`src/rtl/axi_mem_slave.sv`:
```
// ---------------------------------------------------------------------------
// axi_mem_slave
//
// Single-beat AXI4 target that turns AW/W/B and AR/R transactions into
// accesses on a synchronous SRAM-style word port with 1-cycle read latency.
// One transaction is in flight at a time; when a write (AW and W together)
// and a read are pending in the same cycle, the request type that was not
// served last wins.
//
// Optional feature (compile-time macro AXI_MEM_SLAVE_DECERR_EN):
//   when defined, addresses outside [MEM_BASE, MEM_BASE + 4*2^MEM_ADDR_WIDTH)
//   skip the memory access and respond with DECERR (2'b11), read data 0.
//   When undefined, addresses alias by truncation and always respond OKAY.
//
// Ports:
//   clk_i, rst_i            clock, synchronous active-high reset
//   aw_* / w_* / b_*        AXI4 write address, write data, write response
//   ar_* / r_*              AXI4 read address, read data
//   mem_req_o, mem_we_o     memory access strobe and write select
//   mem_addr_o              memory word address
//   mem_be_o, mem_wdata_o   byte enables and write data
//   mem_rdata_i             read data, valid the cycle after a read strobe
// ---------------------------------------------------------------------------
module axi_mem_slave #(
    parameter int                            AXI4_ADDRESS_WIDTH = 32,
    parameter int                            AXI4_ID_WIDTH      = 16,
    parameter int                            MEM_ADDR_WIDTH     = 12,
    parameter logic [AXI4_ADDRESS_WIDTH-1:0] MEM_BASE           = 32'h0000_0000
) (
    input  logic                          clk_i,
    input  logic                          rst_i,
    // write address channel
    input  logic [AXI4_ID_WIDTH-1:0]      aw_id_i,
    input  logic [AXI4_ADDRESS_WIDTH-1:0] aw_addr_i,
    input  logic                          aw_valid_i,
    output logic                          aw_ready_o,
    // write data channel
    input  logic [31:0]                   w_data_i,
    input  logic [3:0]                    w_strb_i,
    input  logic                          w_valid_i,
    output logic                          w_ready_o,
    // write response channel
    output logic [AXI4_ID_WIDTH-1:0]      b_id_o,
    output logic [1:0]                    b_resp_o,
    output logic                          b_valid_o,
    input  logic                          b_ready_i,
    // read address channel
    input  logic [AXI4_ID_WIDTH-1:0]      ar_id_i,
    input  logic [AXI4_ADDRESS_WIDTH-1:0] ar_addr_i,
    input  logic                          ar_valid_i,
    output logic                          ar_ready_o,
    // read data channel
    output logic [AXI4_ID_WIDTH-1:0]      r_id_o,
    output logic [31:0]                   r_data_o,
    output logic [1:0]                    r_resp_o,
    output logic                          r_last_o,
    output logic                          r_valid_o,
    input  logic                          r_ready_i,
    // memory port
    output logic                          mem_req_o,
    output logic                          mem_we_o,
    output logic [MEM_ADDR_WIDTH-1:0]     mem_addr_o,
    output logic [3:0]                    mem_be_o,
    output logic [31:0]                   mem_wdata_o,
    input  logic [31:0]                   mem_rdata_i
);

    typedef enum logic [2:0] {
        IDLE    = 3'd0,
        WR_MEM  = 3'd1,
        WR_RESP = 3'd2,
        RD_MEM  = 3'd3,
        RD_CAP  = 3'd4,
        RD_RESP = 3'd5
    } state_t;

    state_t                          state_r;
    state_t                          state_s;

    // last_wr_r = 1 when the most recently granted request was a write
    logic                            last_wr_r;
    logic [AXI4_ID_WIDTH-1:0]        id_r;
    logic [1:0]                      resp_r;
    logic [31:0]                     r_data_r;
    logic                            b_valid_r;
    logic                            r_valid_r;
    logic                            mem_req_r;
    logic                            mem_we_r;
    logic [MEM_ADDR_WIDTH-1:0]       mem_addr_r;
    logic [3:0]                      mem_be_r;
    logic [31:0]                     mem_wdata_r;

    logic                            wr_pend_s;
    logic                            rd_pend_s;
    logic                            sel_wr_s;
    logic                            sel_rd_s;
    logic                            wr_hs_s;
    logic                            rd_hs_s;
    logic [AXI4_ADDRESS_WIDTH-1:0]   req_addr_s;
    logic [AXI4_ADDRESS_WIDTH-1:0]   req_off_s;
    logic                            oor_s;

`ifdef AXI_MEM_SLAVE_DECERR_EN
    // Offset is computed modulo 2^AXI4_ADDRESS_WIDTH, so addresses below
    // MEM_BASE wrap to large offsets and are caught by the same test.
    function automatic logic out_of_window(input logic [AXI4_ADDRESS_WIDTH-1:0] off);
        return |off[AXI4_ADDRESS_WIDTH-1:MEM_ADDR_WIDTH+2];
    endfunction
`endif

    // Request selection and same-cycle handshake generation in IDLE
    always_comb begin
        wr_pend_s = aw_valid_i & w_valid_i;
        rd_pend_s = ar_valid_i;
        sel_wr_s  = 1'b0;
        sel_rd_s  = 1'b0;
        if (wr_pend_s && rd_pend_s) begin
            if (last_wr_r) begin
                sel_rd_s = 1'b1;
            end else begin
                sel_wr_s = 1'b1;
            end
        end else begin
            sel_wr_s = wr_pend_s;
            sel_rd_s = rd_pend_s;
        end
        // rst_i gates the readies so nothing is accepted while in reset
        wr_hs_s = (state_r == IDLE) && !rst_i && sel_wr_s;
        rd_hs_s = (state_r == IDLE) && !rst_i && sel_rd_s;
    end

    assign aw_ready_o = wr_hs_s;
    assign w_ready_o  = wr_hs_s;
    assign ar_ready_o = rd_hs_s;

    // Address translation of the granted request into the memory window
    assign req_addr_s = rd_hs_s ? ar_addr_i : aw_addr_i;
    assign req_off_s  = req_addr_s - MEM_BASE;

`ifdef AXI_MEM_SLAVE_DECERR_EN
    assign oor_s = out_of_window(req_off_s);
    logic unused_s;
    assign unused_s = ^req_off_s[1:0];
`else
    assign oor_s = 1'b0;
    logic unused_s;
    assign unused_s = ^{req_off_s[AXI4_ADDRESS_WIDTH-1:MEM_ADDR_WIDTH+2], req_off_s[1:0]};
`endif

    // Next-state logic
    always_comb begin
        state_s = state_r;
        case (state_r)
            IDLE: begin
                if (wr_hs_s) begin
                    state_s = oor_s ? WR_RESP : WR_MEM;
                end else if (rd_hs_s) begin
                    state_s = oor_s ? RD_RESP : RD_MEM;
                end else begin
                    state_s = IDLE;
                end
            end
            WR_MEM:  state_s = WR_RESP;
            WR_RESP: begin
                if (b_ready_i) begin
                    state_s = IDLE;
                end else begin
                    state_s = WR_RESP;
                end
            end
            RD_MEM:  state_s = RD_CAP;
            RD_CAP:  state_s = RD_RESP;
            RD_RESP: begin
                if (r_ready_i) begin
                    state_s = IDLE;
                end else begin
                    state_s = RD_RESP;
                end
            end
            default: state_s = IDLE;
        endcase
    end

    // State register plus valid/strobe outputs registered from the next state
    always_ff @(posedge clk_i) begin
        if (rst_i) begin
            state_r   <= IDLE;
            b_valid_r <= 1'b0;
            r_valid_r <= 1'b0;
            mem_req_r <= 1'b0;
            mem_we_r  <= 1'b0;
        end else begin
            state_r   <= state_s;
            b_valid_r <= (state_s == WR_RESP);
            r_valid_r <= (state_s == RD_RESP);
            mem_req_r <= (state_s == WR_MEM) || (state_s == RD_MEM);
            mem_we_r  <= (state_s == WR_MEM);
        end
    end

    // Request capture at handshake and read-data capture in RD_CAP
    always_ff @(posedge clk_i) begin
        if (rst_i) begin
            last_wr_r   <= 1'b0;
            id_r        <= '0;
            resp_r      <= 2'b00;
            r_data_r    <= 32'h0000_0000;
            mem_addr_r  <= '0;
            mem_be_r    <= 4'h0;
            mem_wdata_r <= 32'h0000_0000;
        end else begin
            if (wr_hs_s) begin
                last_wr_r   <= 1'b1;
                id_r        <= aw_id_i;
                resp_r      <= oor_s ? 2'b11 : 2'b00;
                mem_addr_r  <= req_off_s[MEM_ADDR_WIDTH+1:2];
                mem_be_r    <= w_strb_i;
                mem_wdata_r <= w_data_i;
            end else if (rd_hs_s) begin
                last_wr_r  <= 1'b0;
                id_r       <= ar_id_i;
                resp_r     <= oor_s ? 2'b11 : 2'b00;
                mem_addr_r <= req_off_s[MEM_ADDR_WIDTH+1:2];
                mem_be_r   <= 4'hF;
                // a decode-error read skips RD_CAP, so zero the data here
                if (oor_s) begin
                    r_data_r <= 32'h0000_0000;
                end
            end
            if (state_r == RD_CAP) begin
                r_data_r <= mem_rdata_i;
            end
        end
    end

    assign b_id_o      = id_r;
    assign b_resp_o    = resp_r;
    assign b_valid_o   = b_valid_r;
    assign r_id_o      = id_r;
    assign r_data_o    = r_data_r;
    assign r_resp_o    = resp_r;
    assign r_last_o    = r_valid_r;
    assign r_valid_o   = r_valid_r;
    assign mem_req_o   = mem_req_r;
    assign mem_we_o    = mem_we_r;
    assign mem_addr_o  = mem_addr_r;
    assign mem_be_o    = mem_be_r;
    assign mem_wdata_o = mem_wdata_r;

endmodule
```
`config.mk`:
```
export PLATFORM = sky130hd
export DESIGN_NAME = axi_mem_slave
export DESIGN_NICKNAME = d
export VERILOG_FILES = /design/src/rtl/axi_mem_slave.sv
export SDC_FILE = /design/constraint.sdc
export NUM_CORES = 1
export LEC_CHECK = 0
export CORE_AREA = 2 2 115 117
export CTS_BUF_LIST = sky130_fd_sc_hd__clkbuf_4
export CTS_CLUSTER_DIAMETER = 80
export DETAILED_ROUTE_END_ITERATION = 8
export DIE_AREA = 0 0 117 119
export GPL_TIMING_DRIVEN = 1
export PLACE_DENSITY = 0.74
export SLEW_MARGIN = 20
export SYNTH_ARGS = -nofsm -noshare
export SYNTH_HDL_FRONTEND = slang
export SYNTH_SLANG_ARGS = --single-unit
export TNS_END_PERCENT = 10
```
`constraint.sdc`:
```
create_clock -name clk_i -period 2.6 [get_ports clk_i]
set_input_delay 0.52 -clock clk_i [delete_from_list [all_inputs] [get_ports clk_i]]
set_output_delay 0.52 -clock clk_i [all_outputs]
set_load 0.005 [all_outputs]
```
==> flow_metrics.py <==
metrics = {
    "critical_path": {
        "r2r-end": "mem_addr_o[4]$_SDFFE_PP0P_",
        "endpoint": "w_ready_o",
        "path_buf_inv": 3,
        "cpMaxStageDelayCell": "clkdlybuf4s50_1",
        "crit_cells": 5,
        "cpPeakStageDelay_ps": 490,
        "path_cells": "nor4_4 -> buf_4 -> nand3_1 -> inv_2 -> clkdlybuf4s50_1",
        "end_kind": "output port",
        "ff2ff_path_depth": 7,
        "path_class": "flip-flop to output port",
        "required_ps": 2080,
        "r2r_start": "state_r[2]$_SDFF_PP0_",
        "critical_path.top_delay_family": "buffers and inverters",
        "rrSetupSlack_ps": 300,
        "startpoint": "state_r[2]$_SDFF_PP0_",
        "path_max_fanout": 3,
        "crit_arrival_ps": 1960,
        "crit_path_start_kind": "flip-flop",
    },
    "layout": {
        "layout_commonest_cell": "clkdlybuf4s50_1",
        "fin_nets": 845,
        "drive_gt1_frac": 0.0943,
        "mostFrequentLayoutCells": "clkdlybuf4s50_1, dfxtp_1, nand2_1, a21oi_1",
        "syn2layout_area_growth_pct": 59.2,
        "final_util": 0.541,
    },
    "timing": {
        "relSlewSlack": 0.325,
        "hold_slack_ps": 465,
        "setup_viol": 0,
        "finalClockSkew_ps": 9.40,
        "rsz0062_at_grt": "no",
        "finalCriticalPeriod_ps": 2480,
        "finalSetupTns_ps": 0,
        "worst_pin_slew_ps": 1010,
        "drv_slew": 0,
        "max_freq_mhz": 403,
        "fin_crit_sh": 0.956,
        "timing.final.hold_violations": 0,
    },
    "drt": {
        "vias": 4470,
        "route.detailed.drc": 0,
        "ant_nets": 0,
        "vias_per_cell": 5.22,
        "routed_wl_mm": 14.8,
        "drt_iter0_markers": 234,
        "routedWlPerCell_um": 17.3,
        "dr.pass1.iters": 4,
    },
    "floorplan": {
        "die_w_um": 117,
        "initial_utilization": 0.340,
        "ios": 295,
        "row_count": 42,
        "die_area_sq_um": 13900,
        "die_h_um": 119,
        "core_sq_um": 12900,
    },
    "global_routing": {
        "grt_max_degree": 72,
        "antenna_found_initial": 1,
        "grt_util_all_layers": 0.211,
        "grt_pass1_wl_mm": 22.9,
        "grt_pass1_vias": 4494,
        "overflow": 0,
    },
    "power": {
        "pwr-share-comb": 0.239,
        "pwr-share-seq": 0.515,
        "power_mw": 3.38,
        "p_leak_nw": 2.38,
        "irDropWorstVdd_mv": 0.289,
        "power.share.switching": 0.268,
        "powerDensity_nw_per_um2": 486,
        "p_int_mw": 2.48,
        "power_switching_uw": 908,
        "p_clk_frac": 0.246,
    },
    "run_status": {
        "status": "completed",
    },
    "clocking": {
        "hold_buffers": 0,
        "cts_tree": "yes",
        "numCtsBuffers": 9,
        "clk_pin_slew_worst_paths_ps": 140,
        "clockBufferDepth": 2,
        "clock-sinks": 104,
        "clockRootBuffer": "clkbuf_4",
        "clock_latency_ps": 480,
        "htree_levels": 3,
    },
    "synthesis": {
        "synth.avg_cell_area_sq_um": 9.36,
        "synth_top_cell_by_area": "dfxtp_1",
        "synth.area.top_cells": "dfxtp_1, a21oi_1, nand2_1",
        "ys_ff_latch": 104,
        "syn_inst": 467,
        "ys_warn_count": 0,
        "netlist_area_sq_um": 4370,
        "synth_top_area_frac": 0.476,
        "synth_cell_types": 31,
        "seq_area_frac_synth": 0.476,
    },
    "place": {
        "dp_hpwl_mm": 10.3,
        "routabilityCongestion": 0.749,
        "io_buffers": 250,
    },
    "min_path": {
        "min_path_type": "flip-flop to flip-flop",
    },
    "run": {
        "max-cap-violations": 0,
    },
}
-- tightest hold or removal path, delay by kind of cell, from the launching register on --
family | cells | cell delay [ps]
flip-flops | 1 | 340
AO/OA/AOI/OAI | 1 | 50
AND/OR/NAND/NOR | 1 | 50
-- metrics by stage --
stage	setup WS [ps]	cell area, sq um	cells
6_report	116	6960	856
5_1_grt	3.94	6960	856
4_1_cts	36.7	6940	854
3_5_place_dp	130	6790	836
3_3_place_gp	158	6790	836
2_1_floorplan	416	4380	470
-- power by group through the flow --
stage / sequential (mW) / clock (mW) / combinational (mW)
floorplan: 1.78 / 0 / 0.349
detailed placement: 1.78 / 0 / 0.802
global route: 1.76 / 0.912 / 0.878
global placement: 1.77 / 0 / 0.788
CTS: 1.74 / 0.865 / 0.810
finish: 1.74 / 0.832 / 0.807
-- flip-flops by register name (all words and copies together), names as in the netlist --
register and count:
b_id_o 16, b_valid_o 1, mem_addr_o 12, mem_wdata_o 32, r_data_o 32, mem_we_o 1
mem_be_o 4, last_wr_r 1, state_r 3, r_last_o 1, mem_req_o 1
-- cells by family after synthesis --
kind of cell	share of synthesized area
flip-flops	0.476
AND/OR/NAND/NOR	0.158
other	0.000858
AO/OA/AOI/OAI	0.258
buffers and inverters	0.106
-- metal layers --
layer	part of all wire	global-route usage
met1	0.38	0.237
met2	0.50	0.358
met3	0.092	0.0738
met4	0.026	0.0912
met5	0	0
-- cells in the mapped netlist, drive strengths merged --
cell / count
dfxtp: 104
o31ai: 32
and2: 3
o221a: 20
a211oi: 1
nand3: 3
nand4: 32
conb: 1
nor3: 2
a221o: 12
or4: 1
nand2: 68
clkbuf: 37
and4: 12
nor4: 2
a21o: 1
nor3b: 2
or3b: 1
a31o: 1
nand3b: 2
a311oi: 1
nand2b: 1
o41a: 16
inv: 5
nor2b: 1
a21oi: 66
buf: 40
-- cell type report --
cell class | count | area, sq um
Timing Repair Buffer | 270 | 2650
Tap cell | 176 | 220
Inverter | 5 | 18.8
Clock inverter | 5 | 47.5
Antenna cell | 1 | 2.50
Clock buffer | 11 | 82.6
Fill cell | 1191 | 5910
Multi-Input combinational cell | 284 | 1860
Sequential cell | 104 | 2090
-- worst min path at each step --
stage / start / end / slack (ps) / depth (start not counted)
2_1_floorplan: r_data_o[0]$_SDFFE_PP0P_ / r_data_o[0]$_SDFFE_PP0P_ / 450 / 2
3_3_place_gp: r_data_o[27]$_SDFFE_PP0P_ / r_data_o[27]$_SDFFE_PP0P_ / 440 / 2
3_5_place_dp: r_data_o[4]$_SDFFE_PP0P_ / r_data_o[4]$_SDFFE_PP0P_ / 450 / 2
4_1_cts: r_data_o[9]$_SDFFE_PP0P_ / r_data_o[9]$_SDFFE_PP0P_ / 470 / 2
5_1_grt: r_data_o[7]$_SDFFE_PP0P_ / r_data_o[7]$_SDFFE_PP0P_ / 480 / 2
6_report: r_data_o[9]$_SDFFE_PP0P_ / r_data_o[9]$_SDFFE_PP0P_ / 470 / 2
-- timing repair --
item	CTS	global route
setup endpoints to repair	3	2
resized for setup	3	1
setup buffers	2	1
No activity file was read; power rests on OpenSTA's default activity.
